$ cat src/rtl/counter_rr_scheduler.sv
// rtl/counter_rr_scheduler.sv - round-robin sequencer sharing one WIDTH-bit incrementer among N counters
// Optional saturating increment: define COUNTER_RR_SCHEDULER_SATURATE_EN.
module counter_rr_scheduler #(
    parameter int N     = 4,
    parameter int WIDTH = 4
) (
    input  logic                 CLK,
    input  logic                 RESET,
    input  logic                 EN,
    input  logic [N-1:0]         REQ,
    input  logic [N-1:0]         CLR,
    output logic [N-1:0]         GNT,
    output logic                 VALID,
    output logic [$clog2(N)-1:0] ID,
    output logic [WIDTH-1:0]     O,
    output logic                 COUT
);
    localparam int IW = $clog2(N);

    logic [WIDTH-1:0] count_q [N];
    logic [IW-1:0]    ptr_q, ptr_d;
    logic             valid_q;
    logic [IW-1:0]    id_q;
    logic [WIDTH-1:0] o_q, o_d;
    logic             cout_q, cout_d;

    logic [N-1:0]     elig;
    logic             gnt_any;
    logic [IW-1:0]    gnt_idx;
    logic [WIDTH-1:0] cur;
    logic [WIDTH:0]   sum;
    int               idx;

    // Search starts at ptr_q and wraps; the first eligible requester wins.
    always_comb begin
        elig    = REQ & ~CLR & {N{EN & ~RESET}};
        GNT     = '0;
        gnt_any = 1'b0;
        gnt_idx = '0;
        idx     = 0;
        for (int k = 0; k < N; k++) begin
            idx = int'(ptr_q) + k;
            if (idx >= N) idx = idx - N;
            if (!gnt_any && elig[idx]) begin
                gnt_any  = 1'b1;
                gnt_idx  = IW'(idx);
                GNT[idx] = 1'b1;
            end
        end
    end

    always_comb begin
        cur = count_q[gnt_idx];
        sum = {1'b0, cur} + (WIDTH+1)'(1);
`ifdef COUNTER_RR_SCHEDULER_SATURATE_EN
        if (&cur) begin
            o_d    = cur;
            cout_d = 1'b1;
        end else begin
            o_d    = sum[WIDTH-1:0];
            cout_d = 1'b0;
        end
`else
        o_d    = sum[WIDTH-1:0];
        cout_d = sum[WIDTH];
`endif
        ptr_d = (gnt_idx == IW'(N-1)) ? '0 : gnt_idx + 1'b1;
    end

    // CLR is written last so it wins; a cleared requester is never granted anyway.
    always_ff @(posedge CLK) begin
        if (RESET) begin
            for (int i = 0; i < N; i++) count_q[i] <= '0;
            ptr_q   <= '0;
            valid_q <= 1'b0;
            id_q    <= '0;
            o_q     <= '0;
            cout_q  <= 1'b0;
        end else begin
            valid_q <= gnt_any;
            if (gnt_any) begin
                count_q[gnt_idx] <= o_d;
                ptr_q            <= ptr_d;
                id_q             <= gnt_idx;
                o_q              <= o_d;
                cout_q           <= cout_d;
            end
            for (int i = 0; i < N; i++) begin
                if (CLR[i]) count_q[i] <= '0;
            end
        end
    end

    assign VALID = valid_q;
    assign ID    = id_q;
    assign O     = o_q;
    assign COUT  = cout_q;

endmodule

$ cat config.mk
export PLATFORM = sky130hd
export DESIGN_NAME = counter_rr_scheduler
export DESIGN_NICKNAME = d
export VERILOG_FILES = /design/src/rtl/counter_rr_scheduler.sv
export SDC_FILE = /design/constraint.sdc
export NUM_CORES = 1
export LEC_CHECK = 0
export BUFFER_PORTS_ARGS = -buffer_cell sky130_fd_sc_hd__buf_2
export CORE_UTILIZATION = 40
export CTS_CLUSTER_SIZE = 30
export DETAILED_ROUTE_END_ITERATION = 10
export PLACE_DENSITY_LB_ADDON = 0.2
export SLEW_MARGIN = 10
export SYNTH_ARGS = -nofsm -noshare
export SYNTH_HDL_FRONTEND = slang
export SYNTH_SLANG_ARGS = --single-unit
$ cat constraint.sdc
create_clock -name CLK -period 4.3 [get_ports CLK]
set_input_delay 0.86 -clock CLK [delete_from_list [all_inputs] [get_ports CLK]]
set_output_delay 0.86 -clock CLK [all_outputs]
set_load 0.01 [all_outputs]
* After elaboration in Yosys (flattened, before gate mapping)
Memory sizes are Yosys's and may differ from the RTL's.
Index checks and enable logic that the tools add are counted.
** Cells by class
- Mux-type cells :: 58
- Bitwise logic cells :: 12
- Equal/unequal tests :: 1
- Order comparisons :: 12
- Shift operators :: 0
- Div/mod/pow operators :: 0
- Multiply operators :: 0
- Reduce and logical (&&, ||, !) cells :: 10
- Add/sub/neg operators :: 9
** Operators by type and width (number)
- $ge A32 B1 Y1 const B :: 4
- $lt A32 B4 Y1 const B :: 4
- $mux W32 :: 4
- $mux W1 :: 33
- $mux W4 :: 8
- $or A4 B4 Y4 :: 3
- $sub A3 B3 Y4 const B :: 3
- $mux W2 :: 5
- $ge A3 B3 Y1 const B :: 3
- $and A4 B4 Y4 :: 2
- $bmux W1 S2 :: 4
- $demux W1 S2 :: 4
- $logic_and A1 B1 Y1 :: 7
- $add A2 B2 Y3 const B :: 2
- $add A4 B1 Y5 const B :: 1
- $not A4 Y4 :: 1
- $or A1 B1 Y1 :: 4
- $sub A2 B3 Y4 const B :: 1
- $add A2 B1 Y3 const B :: 1
- $ge A2 B3 Y1 const B :: 1
- $logic_not A1 Y1 :: 3
- $add A2 B1 Y2 const B :: 1
- $eq A2 B2 Y1 const B :: 1
- $and A1 B1 Y1 :: 1
- $not A1 Y1 :: 1
** Word-level totals
- Memories kept :: 1
- Word-level logic and storage cells :: 108
- Output and inout port bits :: 12
- Bits in writable memories :: 16
- Register bits :: 10
- Latch bits :: 0
- Bits of input ports :: 11
- Bits in read-only memories :: 0
** Memories
- count_q :: depth 4, bits a word 4, read ports 1, clocked after memory_dff 0, wr ports 5, RTL line 20 : logic [WIDTH-1:0] count_q [N];

* Logic depth before layout (Yosys ltp)
Gate-level depths: netlist (run 1).
- Depth after elaboration :: 19
- Gate-level depth with buffers :: 14
- Gate-level depth less buffers :: 12

* Worst setup path after synthesis (run 1)
Ideal clock, no wire load.
- Kind :: input -> register
- Start :: in RESET
- End :: reg o_q[3], in the netlist O[3]
- Cell stages on the path :: 8
- Library setup time :: 0.088 ns
- Arrival :: 3.664 ns
- Required time :: 4.212 ns
- Buffers on the path :: 1
- Path slack :: 0.548 ns
- Cell sequence :: buf_4 > and4bb_1 > mux4_2 > a211o_1 > a31oi_2 > mux2_2 > or4_4 > a311oi_2
** On the way
- Cells in the longest elaborated chain, start to end :: 18
- Elaborated cells on any way between the ends :: 31
- Those cells by class :: 1 x add/sub; 20 x mux; 3 x bitwise; 6 x reduce/logical; 1 x memory
** RTL lines
- start, declared :: RTL line 8 : input logic RESET,
- $not A1 Y1 :: RTL line 36 : elig = REQ & ~CLR & {N{EN & ~RESET}};
- $and A1 B1 Y1 :: RTL line 36
- $and A4 B4 Y4 :: RTL line 36
- $bmux W1 S2 :: RTL line 44 : if (!gnt_any && elig[idx]) begin
- $mux W1 (implied by the code) (2 in a row) :: RTL line 44
- $mux W1 :: RTL line 44
- $logic_not A1 Y1 :: RTL line 44
- $logic_and A1 B1 Y1 :: RTL line 44
- $mux W1 :: RTL line 44
- $logic_not A1 Y1 :: RTL line 44
- $logic_and A1 B1 Y1 :: RTL line 44
- $mux W1 :: RTL line 44
- $logic_not A1 Y1 :: RTL line 44
- $logic_and A1 B1 Y1 :: RTL line 44
- $mux W2 :: RTL line 44
- $mem_v2 Z4 W4
- $add A4 B1 Y5 :: RTL line 54 : sum = {1'b0, cur} + (WIDTH+1)'(1);
- end signal, assigned :: RTL line 77 : o_q <= '0;
- end signal, assigned :: RTL line 85 : o_q <= o_d;
- end, declared :: RTL line 24 : logic [WIDTH-1:0] o_q, o_d;
Parallel ways exist; a longest one is shown, timed or not. The select of a mux whose other input is x is not followed.
A chain may end at the register's enable or synchronous reset.

==> impl_metrics.py, run 1 <==
metrics = {
    "setup_path": {
        "critical_path.endpoint_type": "flip-flop",
        "critPathBufInv": 2,
        "crit_slowest_cell": "nor4bb_1",
        "cp.arrival_ns": 3.70,
        "crit_chain": "buf_2 -> nor4bb_1 -> mux4_2 -> a211o_1 -> a21oi_2 -> a31oi_2 -> mux2_2 -> inv_1 -> ha_1 -> xnor2_1 -> nor3b_1",
        "critical_path.max_fanout": 7,
        "startpoint_type": "input port",
        "critPathRequiredTime_ns": 4.31,
        "slowest_delay_ns": 0.58,
        "path_delay_family": "multiplexers",
        "crit_type": "in2reg",
    },
    "clocking": {
        "postCtsHoldBufs": 0,
        "cts_resized": 0,
        "clkLatencyLatePin_ns": 0.27,
        "htreeDepth": 1,
        "clock_path_buffers": 2,
        "cts_num_sinks": 26,
        "cts_buffers": 3,
        "post_cts_buffers": 0,
        "cts_tree": "yes",
        "clkTransAtPathRegs_ns": 0.08,
        "clockRootBuffer": "clkbuf_8",
    },
    "cells_and_area": {
        "stdcell_count": 249,
        "fin_nets": 224,
        "areaGrowthSynthToFinish_pct": 13.89,
        "n_antenna_cell": 0,
        "final_layout_size_suffix_gt1_frac": 0.2261,
        "fillCellCount": 395,
    },
    "logic_synthesis": {
        "yosys.area.top_type": "edfxtp_1",
        "synth_seq_area_share": 0.3894,
        "synth_edf_count": 16,
        "ys_warn_count": 0,
        "synth_cell_types": 42,
        "synth_area_leaders": "edfxtp_1 27%, dfxtp_1 11%, ha_1 9.3%, mux2i_1 5.7%, mux4_2 3.9%",
        "synth.avg_cell_area_sq_um": 10.10,
        "ys_ff_latch": 26,
        "yosysMostFrequentCell": "edfxtp_1",
        "synthCells": 173,
        "yosys.area.top_type_share": 0.2749,
        "synth_common_cells": "16 x edfxtp_1, 15 x nand2_1, 14 x nor2_1",
        "synth_area_sq_mm": 0.001748,
        "synth_ff_type": "edfxtp_1",
        "async_flop_share": 0,
        "syn-num-nets": 197,
    },
    "placed_design": {
        "hpwl_mm": 3.102,
        "io_buffers": 22,
        "dp_cells": 245,
        "gp_congestion": 0.9253,
        "dp_slack_ns": 0.3576,
    },
    "timing": {
        "setup_violations": 0,
        "setup_ws_ns": 0.6062,
        "hold_violations": 0,
        "worst_slew_pin_slew_ns": 0.6284,
        "slew_headroom": 0.5754,
        "rsz0062_at_grt": "false",
        "timing.fmax_mhz": 270.7,
        "skew_ns": 0.005722,
        "whs_ns": 0.4604,
        "period_share": 0.8590,
        "slew_violations": 0,
        "fin_tns_setup_ns": 0,
        "post-route-min-period_ns": 3.694,
    },
    "die": {
        "dieHeight_microns": 68.11,
        "rows": 23,
        "dieArea_sq_mm": 0.004638,
        "pin_count": 23,
        "start_util": 0.4277,
        "fp.dieW_microns": 68.11,
        "core_sq_mm": 0.004086,
    },
    "global_route": {
        "grt_max_degree": 17,
        "grt_pass1_wl_mm": 6.624,
        "grt_pass1_vias": 1416,
        "antenna_found_initial": 0,
        "grt_use_total": 0.1895,
        "overflow": 0,
    },
    "power": {
        "power.switching_mw": 0.1760,
        "comb_power_share": 0.278,
        "fin_total_pwr_mw": 0.5887,
        "ir_worst_vdd_v": 0.0002021,
        "clockPowerShare": 0.230,
        "p_leak_nw": 0.8859,
        "internal_power_mw": 0.4127,
        "seqPwrFrac": 0.492,
        "power_density_mw_per_mm2": 295.7,
        "p_sw_frac": 0.2990,
    },
    "drt": {
        "wl_mm": 4.010,
        "wl_per_cell_microns": 16.10,
        "drtIter0Drc": 83,
        "vias": 1438,
        "first_pass_iters": 4,
        "drc": 0,
        "drtAntennaViolNets": 0,
        "viasPerCell": 5.775,
    },
    "run_status": {
        "outcome": "finished, final reports clean",
    },
    "worst_hold_path": {
        "hold_class": "reg2reg",
    },
    "run": {
        "max_cap_viol_count": 0,
    },
}
-- registers in the layout, indices dropped and copies added (netlist names) --
name and count:
ID 2, O 4, count_q 16, ptr_q 2, COUT 1, VALID 1
-- layer usage --
layer,vias to the layer above,track usage,wire [microns]
met3,7,0.03500,188
met2,43,0.3015,1912
met4,0,0.04948,38
li1,698,-,-
met1,690,0.2621,1870
met5,-,0,0
-- stage by stage --
| stage | area (sq um) | utilization |
|---|---|---|
| floorplan | 1748 | - |
| global placement | 1946 | 0.4761 |
| detailed placement | 1946 | 0.4761 |
| CTS | 1991 | 0.4871 |
| global route | 1991 | 0.4871 |
| finish | 1991 | 0.4871 |
-- placed cells by master (no fill, tap or decap), types with 2 or more instances in the layout --
cell type	instances
o21ai_0	8
a21oi_1	8
a211o_1	2
nor2_1	14
ha_1	13
nor3b_1	5
a211oi_1	3
buf_4	8
nand4bb_1	2
mux2i_1	10
mux2_2	3
edfxtp_1	16
buf_2	22
dfxtp_1	10
a22oi_1	8
nor2b_1	6
inv_1	7
nand3b_1	2
nor3_1	5
and3_1	5
mux4_2	3
clkbuf_8	3
nand2_1	15
nand3_1	3
-- tightest hold or removal path: cells and delay by family, from the launching register on --
kind,cells,cell delay (ns)
AOI/OAI and AO/OA,1,0.05
DFF,1,0.32
and+or+nand+nor,1,0.05
-- final timing paths --
check	depth (start not counted)	slack, ns	startpoint	endpoint
max	11	0.61	RESET	count_q[1][2]
min	2	0.46	O[1]	O[1]
max reg2reg	13	0.82	ptr_q[1]	count_q[1][2]
min reg2reg	2	0.46	O[1]	O[1]
-- power groups by stage --
stage | Clock, mW | Combinational, mW | Sequential (mW)
after detailed placement | 0 | 0.162 | 0.295
final | 0.135 | 0.164 | 0.290
after floorplan | 0 | 0.104 | 0.299
after CTS | 0.141 | 0.163 | 0.290
after global placement | 0 | 0.159 | 0.295
after global routing | 0.148 | 0.179 | 0.292
-- kinds of logic (layout without fill, tap and decap cells) --
logic type | after synthesis | after routing | synth area share
flip-flops | 26 | 26 | 0.3894
buffers and inverters | 15 | 41 | 0.03508
AO/OA/AOI/OAI | 37 | 37 | 0.1482
XOR/XNOR | 1 | 1 | 0.005012
adder cells (fa/ha/maj) | 13 | 13 | 0.09306
AND/OR/NAND/NOR | 65 | 65 | 0.2140
multiplexers | 16 | 16 | 0.1152
-- final cells by class --
class	instances	area, sq um	area share
multi-input combinational	132	1006	0.5053
sequential	26	680.7	0.3419
timing repair buffer	30	170.2	0.08548
tap	50	62.56	0.03143
clock buffer	3	41.29	0.02074
inverter	7	26.28	0.01320
clock inverter	1	3.754	0.001886
Note: power is estimated with default switching activity, not from simulation.
==> run 2: changes to the inputs <==
--- a/config.mk
+++ b/config.mk
@@ -9,7 +9,6 @@
 export CORE_UTILIZATION = 40
 export CTS_CLUSTER_SIZE = 30
 export DETAILED_ROUTE_END_ITERATION = 10
-export PLACE_DENSITY_LB_ADDON = 0.2
 export SLEW_MARGIN = 10
 export SYNTH_ARGS = -nofsm -noshare
 export SYNTH_HDL_FRONTEND = slang
==> impl_metrics.py, run 2 (same netlist as run 1, synthesis figures left out) <==
metrics = {
    "timing": {
        "setup_violations": 0,
        "slew_violations": 0,
        "worst_slew_pin_slew_ns": 0.6996,
        "rsz0062_at_grt": "false",
        "setup_ws_ns": 0.3572,
        "fin_tns_setup_ns": 0,
        "period_share": 0.9169,
        "timing.fmax_mhz": 253.6,
        "skew_ns": 0.006895,
        "hold_violations": 0,
        "slew_headroom": 0.5272,
        "post-route-min-period_ns": 3.943,
    },
    "global_route": {
        "grtUsageMet1": 0.2492,
        "grt_use_total": 0.1885,
        "grt_pass1_wl_mm": 6.520,
        "use_met3": 0.03333,
        "grt_pass1_vias": 1360,
        "grt_max_degree": 21,
        "gr-usage-met2": 0.3223,
        "grt_most_used_layer": "met2",
        "antenna_found_initial": 0,
        "overflow": 0,
    },
    "setup_path": {
        "r2r_cells": 10,
        "critPathRequiredTime_ns": 4.31,
        "crit_path_start": "RESET",
        "crit_type": "in2reg",
        "cp.arrival_ns": 3.95,
        "startpoint_type": "input port",
        "critical_path.max_fanout": 20,
        "timing.rr.start": "ptr_q[1]",
        "reg2reg_to": "count_q[0][2]",
        "critical_path.endpoint_type": "flip-flop",
        "r2r_setup_slack_ns": 0.60,
    },
    "clocking": {
        "clock_path_buffers": 2,
        "cts_resized": 0,
        "post_cts_buffers": 0,
        "cts_num_sinks": 26,
        "cts_tree": "yes",
        "postCtsHoldBufs": 0,
        "htreeDepth": 1,
        "clkTransAtPathRegs_ns": 0.08,
        "clockRootBuffer": "clkbuf_8",
        "cts_buffers": 3,
        "clkLatencyLatePin_ns": 0.27,
    },
    "run": {
        "max_cap_viol_count": 0,
    },
    "power": {
        "clockPowerShare": 0.307,
        "internal_power_mw": 0.4706,
        "comb_power_share": 0.245,
        "seqPwrFrac": 0.448,
        "p_leak_nw": 0.8839,
        "power.switching_mw": 0.1781,
        "p_sw_frac": 0.2745,
        "power_density_mw_per_mm2": 325.2,
        "ir_worst_vdd_v": 0.0001480,
    },
    "worst_hold_path": {
        "min_path_cells": 2,
        "hold_path_end": "ID[0]",
        "hold_class": "reg2reg",
        "min_from": "ID[0]",
    },
    "die": {
        "dieArea_sq_mm": 0.004638,
        "core_sq_mm": 0.004086,
        "fp.dieW_microns": 68.11,
        "pin_count": 23,
        "rows": 23,
        "dieHeight_microns": 68.11,
        "start_util": 0.4277,
    },
    "drt": {
        "viasPerCell": 5.764,
        "drtAntennaViolNets": 0,
        "drtIter0Drc": 78,
        "drc": 0,
        "wl_mm": 3.951,
        "first_pass_iters": 4,
        "vias": 1418,
        "wl_per_cell_microns": 16.06,
    },
    "cells_and_area": {
        "largest_reg_flops": 16,
        "final_common_cell": "buf_2",
        "top_register": "count_q",
        "fillCellCount": 385,
        "n_antenna_cell": 0,
        "multi_input_area_sq_mm": 0.001006,
        "final_cell_mix": "22 x buf_2, 16 x edfxtp_1, 15 x nand2_1",
        "final_layout_size_suffix_gt1_frac": 0.2194,
        "seq_area_sq_um": 680.7,
        "fin_nets": 221,
        "areaGrowthSynthToFinish_pct": 14.10,
    },
    "placed_design": {
        "hpwl_mm": 2.996,
        "gp_congestion": 0.8757,
        "io_buffers": 22,
        "dp_slack_ns": 0.1842,
    },
    "run_status": {
        "outcome": "finished, final reports clean",
    },
}
run 2: worst max-delay path by stage:
stage	endpoint	slack [ns]	cells past startpoint
after floorplan	O[3]	0.55	8
after global placement	O[3]	0.34	8
after detailed placement	count_q[0][2]	0.18	11
after CTS	count_q[0][2]	0.45	11
after global routing	count_q[3][2]	0.22	11
final	count_q[0][2]	0.36	11
run 2: layer usage:
metal | vias up | wire length (microns)
met5 | - | 0
met4 | 0 | 17
met3 | 2 | 174
met2 | 51 | 2007
met1 | 675 | 1752
li1 | 690 | -
run 2: stage by stage:
| step | area, sq um | util | std cells | hold WS [ns] | power [mW] |
|---|---|---|---|---|---|
| detailed placement | 1923 | 0.4706 | 242 | 0.4472 | 0.4540 |
| global route | 1994 | 0.4881 | 246 | 0.4733 | 0.6821 |
| floorplan | 1748 | - | 173 | 0.4805 | 0.4034 |
| CTS | 1994 | 0.4881 | 246 | 0.4596 | 0.6545 |
| finish | 1994 | 0.4881 | 246 | 0.4631 | 0.6486 |
| global placement | 1923 | 0.4706 | 242 | 0.4499 | 0.4505 |
run 2: power groups by stage:
stage / registers [mW] / clock network, mW / logic, mW
2_1_floorplan: 0.299 / 0 / 0.104
3_3_place_gp: 0.296 / 0 / 0.155
3_5_place_dp: 0.296 / 0 / 0.158
4_1_cts: 0.291 / 0.205 / 0.159
5_1_grt: 0.293 / 0.213 / 0.176
6_report: 0.290 / 0.199 / 0.159
run 2: critical path, cell delays in order:
cell,delay [ns]
buf_2,0.21
nor4bb_1,0.66
mux4_2,0.46
a211o_1,0.18
a21oi_2,0.08
a31oi_2,0.35
mux2_2,0.42
inv_1,0.19
ha_1,0.23
xnor2_1,0.24
nor3b_1,0.09
run 2: final cells by class:
type,count,share of cell area
multi-input combinational,132,0.5044
sequential,26,0.3413
timing repair buffer,27,0.07403
tap,50,0.03137
clock buffer,3,0.02070
clock inverter,1,0.01506
inverter,7,0.01317
==> run 3: changes to the inputs <==
--- a/config.mk
+++ b/config.mk
@@ -6,7 +6,9 @@
 export NUM_CORES = 1
 export LEC_CHECK = 0
 export BUFFER_PORTS_ARGS = -buffer_cell sky130_fd_sc_hd__buf_2
+export CORE_ASPECT_RATIO = 1.75
 export CORE_UTILIZATION = 40
+export CTS_BUF_LIST = sky130_fd_sc_hd__clkbuf_16
 export CTS_CLUSTER_SIZE = 30
 export DETAILED_ROUTE_END_ITERATION = 10
 export SLEW_MARGIN = 10
==> impl_metrics.py, run 3 (same netlist as run 1, synthesis figures left out) <==
metrics = {
    "power": {
        "ir_worst_vdd_v": 0.0002690,
        "power_density_mw_per_mm2": 352.2,
        "p_leak_nw": 0.9186,
    },
    "timing": {
        "slew_violations": 0,
        "fin_tns_setup_ns": 0,
        "skew_ns": 0.004273,
        "hold_violations": 0,
        "worst_slew_pin_slew_ns": 0.5020,
        "setup_violations": 0,
        "period_share": 0.8923,
        "slew_headroom": 0.6653,
        "timing.fmax_mhz": 260.6,
        "rsz0062_at_grt": "false",
        "whs_ns": 0.4566,
        "post-route-min-period_ns": 3.837,
    },
    "setup_path": {
        "critPathRequiredTime_ns": 4.29,
        "critical_path.endpoint_type": "flip-flop",
        "timing.rr.start": "ptr_q[1]",
        "slowest_delay_ns": 0.55,
        "startpoint_type": "input port",
        "crit_type": "in2reg",
        "crit_path_start": "RESET",
        "cp.arrival_ns": 3.83,
        "critical_path.max_fanout": 20,
        "path_delay_family": "multiplexers",
        "crit_chain": "buf_2 -> and4bb_1 -> mux4_2 -> a211o_1 -> a31oi_2 -> mux2_2 -> inv_1 -> ha_1 -> xnor2_1 -> nor3b_1",
        "crit_slowest_cell": "mux4_2",
        "critPathBufInv": 2,
    },
    "clocking": {
        "cts_resized": 0,
        "post_cts_buffers": 0,
        "clkLatencyLatePin_ns": 0.26,
        "cts_num_sinks": 26,
        "cts_tree": "yes",
        "clockRootBuffer": "clkbuf_16",
        "clkTransAtPathRegs_ns": 0.06,
        "clock_path_buffers": 2,
        "postCtsHoldBufs": 0,
        "cts_buffers": 3,
        "htreeDepth": 1,
    },
    "drt": {
        "wl_per_cell_microns": 17.48,
        "wl_mm": 4.352,
        "drc": 0,
        "drtIter0Drc": 40,
        "vias": 1444,
        "first_pass_iters": 4,
        "viasPerCell": 5.799,
        "drtAntennaViolNets": 0,
    },
    "global_route": {
        "grt_use_total": 0.2090,
        "antenna_found_initial": 0,
        "grt_pass1_wl_mm": 7.072,
        "overflow": 0,
        "grt_pass1_vias": 1493,
        "grt_max_degree": 21,
    },
    "cells_and_area": {
        "fin_nets": 225,
        "fillCellCount": 380,
        "final_cell_mix": "22 x buf_2, 16 x edfxtp_1, 15 x nand2_1",
        "top_register": "count_q",
        "design_area_sq_mm": 0.002057,
        "final_common_cell": "buf_2",
        "largest_reg_flops": 16,
        "stdcell_count": 249,
        "areaGrowthSynthToFinish_pct": 17.68,
        "n_antenna_cell": 0,
        "final_layout_size_suffix_gt1_frac": 0.2350,
    },
    "die": {
        "dieHeight_microns": 89.45,
        "core_sq_mm": 0.004150,
        "fp.dieW_microns": 51.97,
        "rows": 31,
        "pin_count": 23,
        "start_util": 0.4212,
        "dieArea_sq_mm": 0.004649,
    },
    "placed_design": {
        "dpl_cell_area_sq_mm": 0.001952,
        "io_buffers": 22,
        "dp_cells": 245,
        "hpwl_mm": 3.407,
        "gp_congestion": 0.9181,
    },
    "run": {
        "max_cap_viol_count": 0,
    },
    "worst_hold_path": {
        "hold_class": "reg2reg",
        "min_from": "O[1]",
    },
    "run_status": {
        "outcome": "finished, final reports clean",
    },
}
-- run 3: cell types whose count changed in the layout (fill, tap and decap cells not counted) --
| cell | previous run | this run |
|---|---|---|
| clkbuf_16 | 0 | 3 |
| clkbuf_8 | 3 | 0 |
| buf_4 | 5 | 9 |
-- run 3: stage by stage --
stage | utilization | power [mW] | setup slack [ns]
global placement | 0.4703 | 0.4567 | 0.3521
detailed placement | 0.4703 | 0.4611 | 0.2349
finish | 0.4956 | 0.7245 | 0.4632
global route | 0.4956 | 0.7590 | 0.2671
floorplan | - | 0.4034 | 0.5475
CTS | 0.4956 | 0.7279 | 0.4998
-- run 3: path summary, 6_finish.rpt --
kind | cells past startpoint | slack, ns | endpoint
hold reg to reg | 2 | 0.46 | O[1]
setup / recovery | 10 | 0.46 | count_q[2][2]
hold / removal | 2 | 0.46 | O[1]
setup reg to reg | 12 | 0.78 | count_q[2][2]
-- run 3: cell type report --
type / instances / area [sq um] / area share
multi-input combinational: 132 / 1006 / 0.4890
sequential: 26 / 680.7 / 0.3309
timing repair buffer: 31 / 177.7 / 0.08637
clock buffer: 3 / 75.07 / 0.03650
tap: 49 / 61.31 / 0.02981
clock inverter: 1 / 30.03 / 0.01460
inverter: 7 / 26.28 / 0.01277
-- run 3: where the power goes --
part           leakage [nW]  total, mW  internal (mW)  switching [mW]
logic                 0.607      0.166         0.0659           0.100
registers             0.261      0.290          0.284         0.00657
clock network        0.0511      0.268          0.185          0.0830
total                 0.919      0.725          0.535           0.190
-- run 3: layer usage --
layer / GRT usage / part of all wire / vias up
met5: 0 / 0 / -
met4: 0.1032 / 0.016 / 0
met3: 0.02891 / 0.024 / 6
met2: 0.3951 / 0.57 / 28
met1: 0.2161 / 0.39 / 713
li1: - / - / 697
-- run 3: tightest hold or removal path, cell delays in order, from the launching register on --
cell	delay, ns
dfxtp_1	0.31
nand2_1	0.05
a21oi_1	0.05
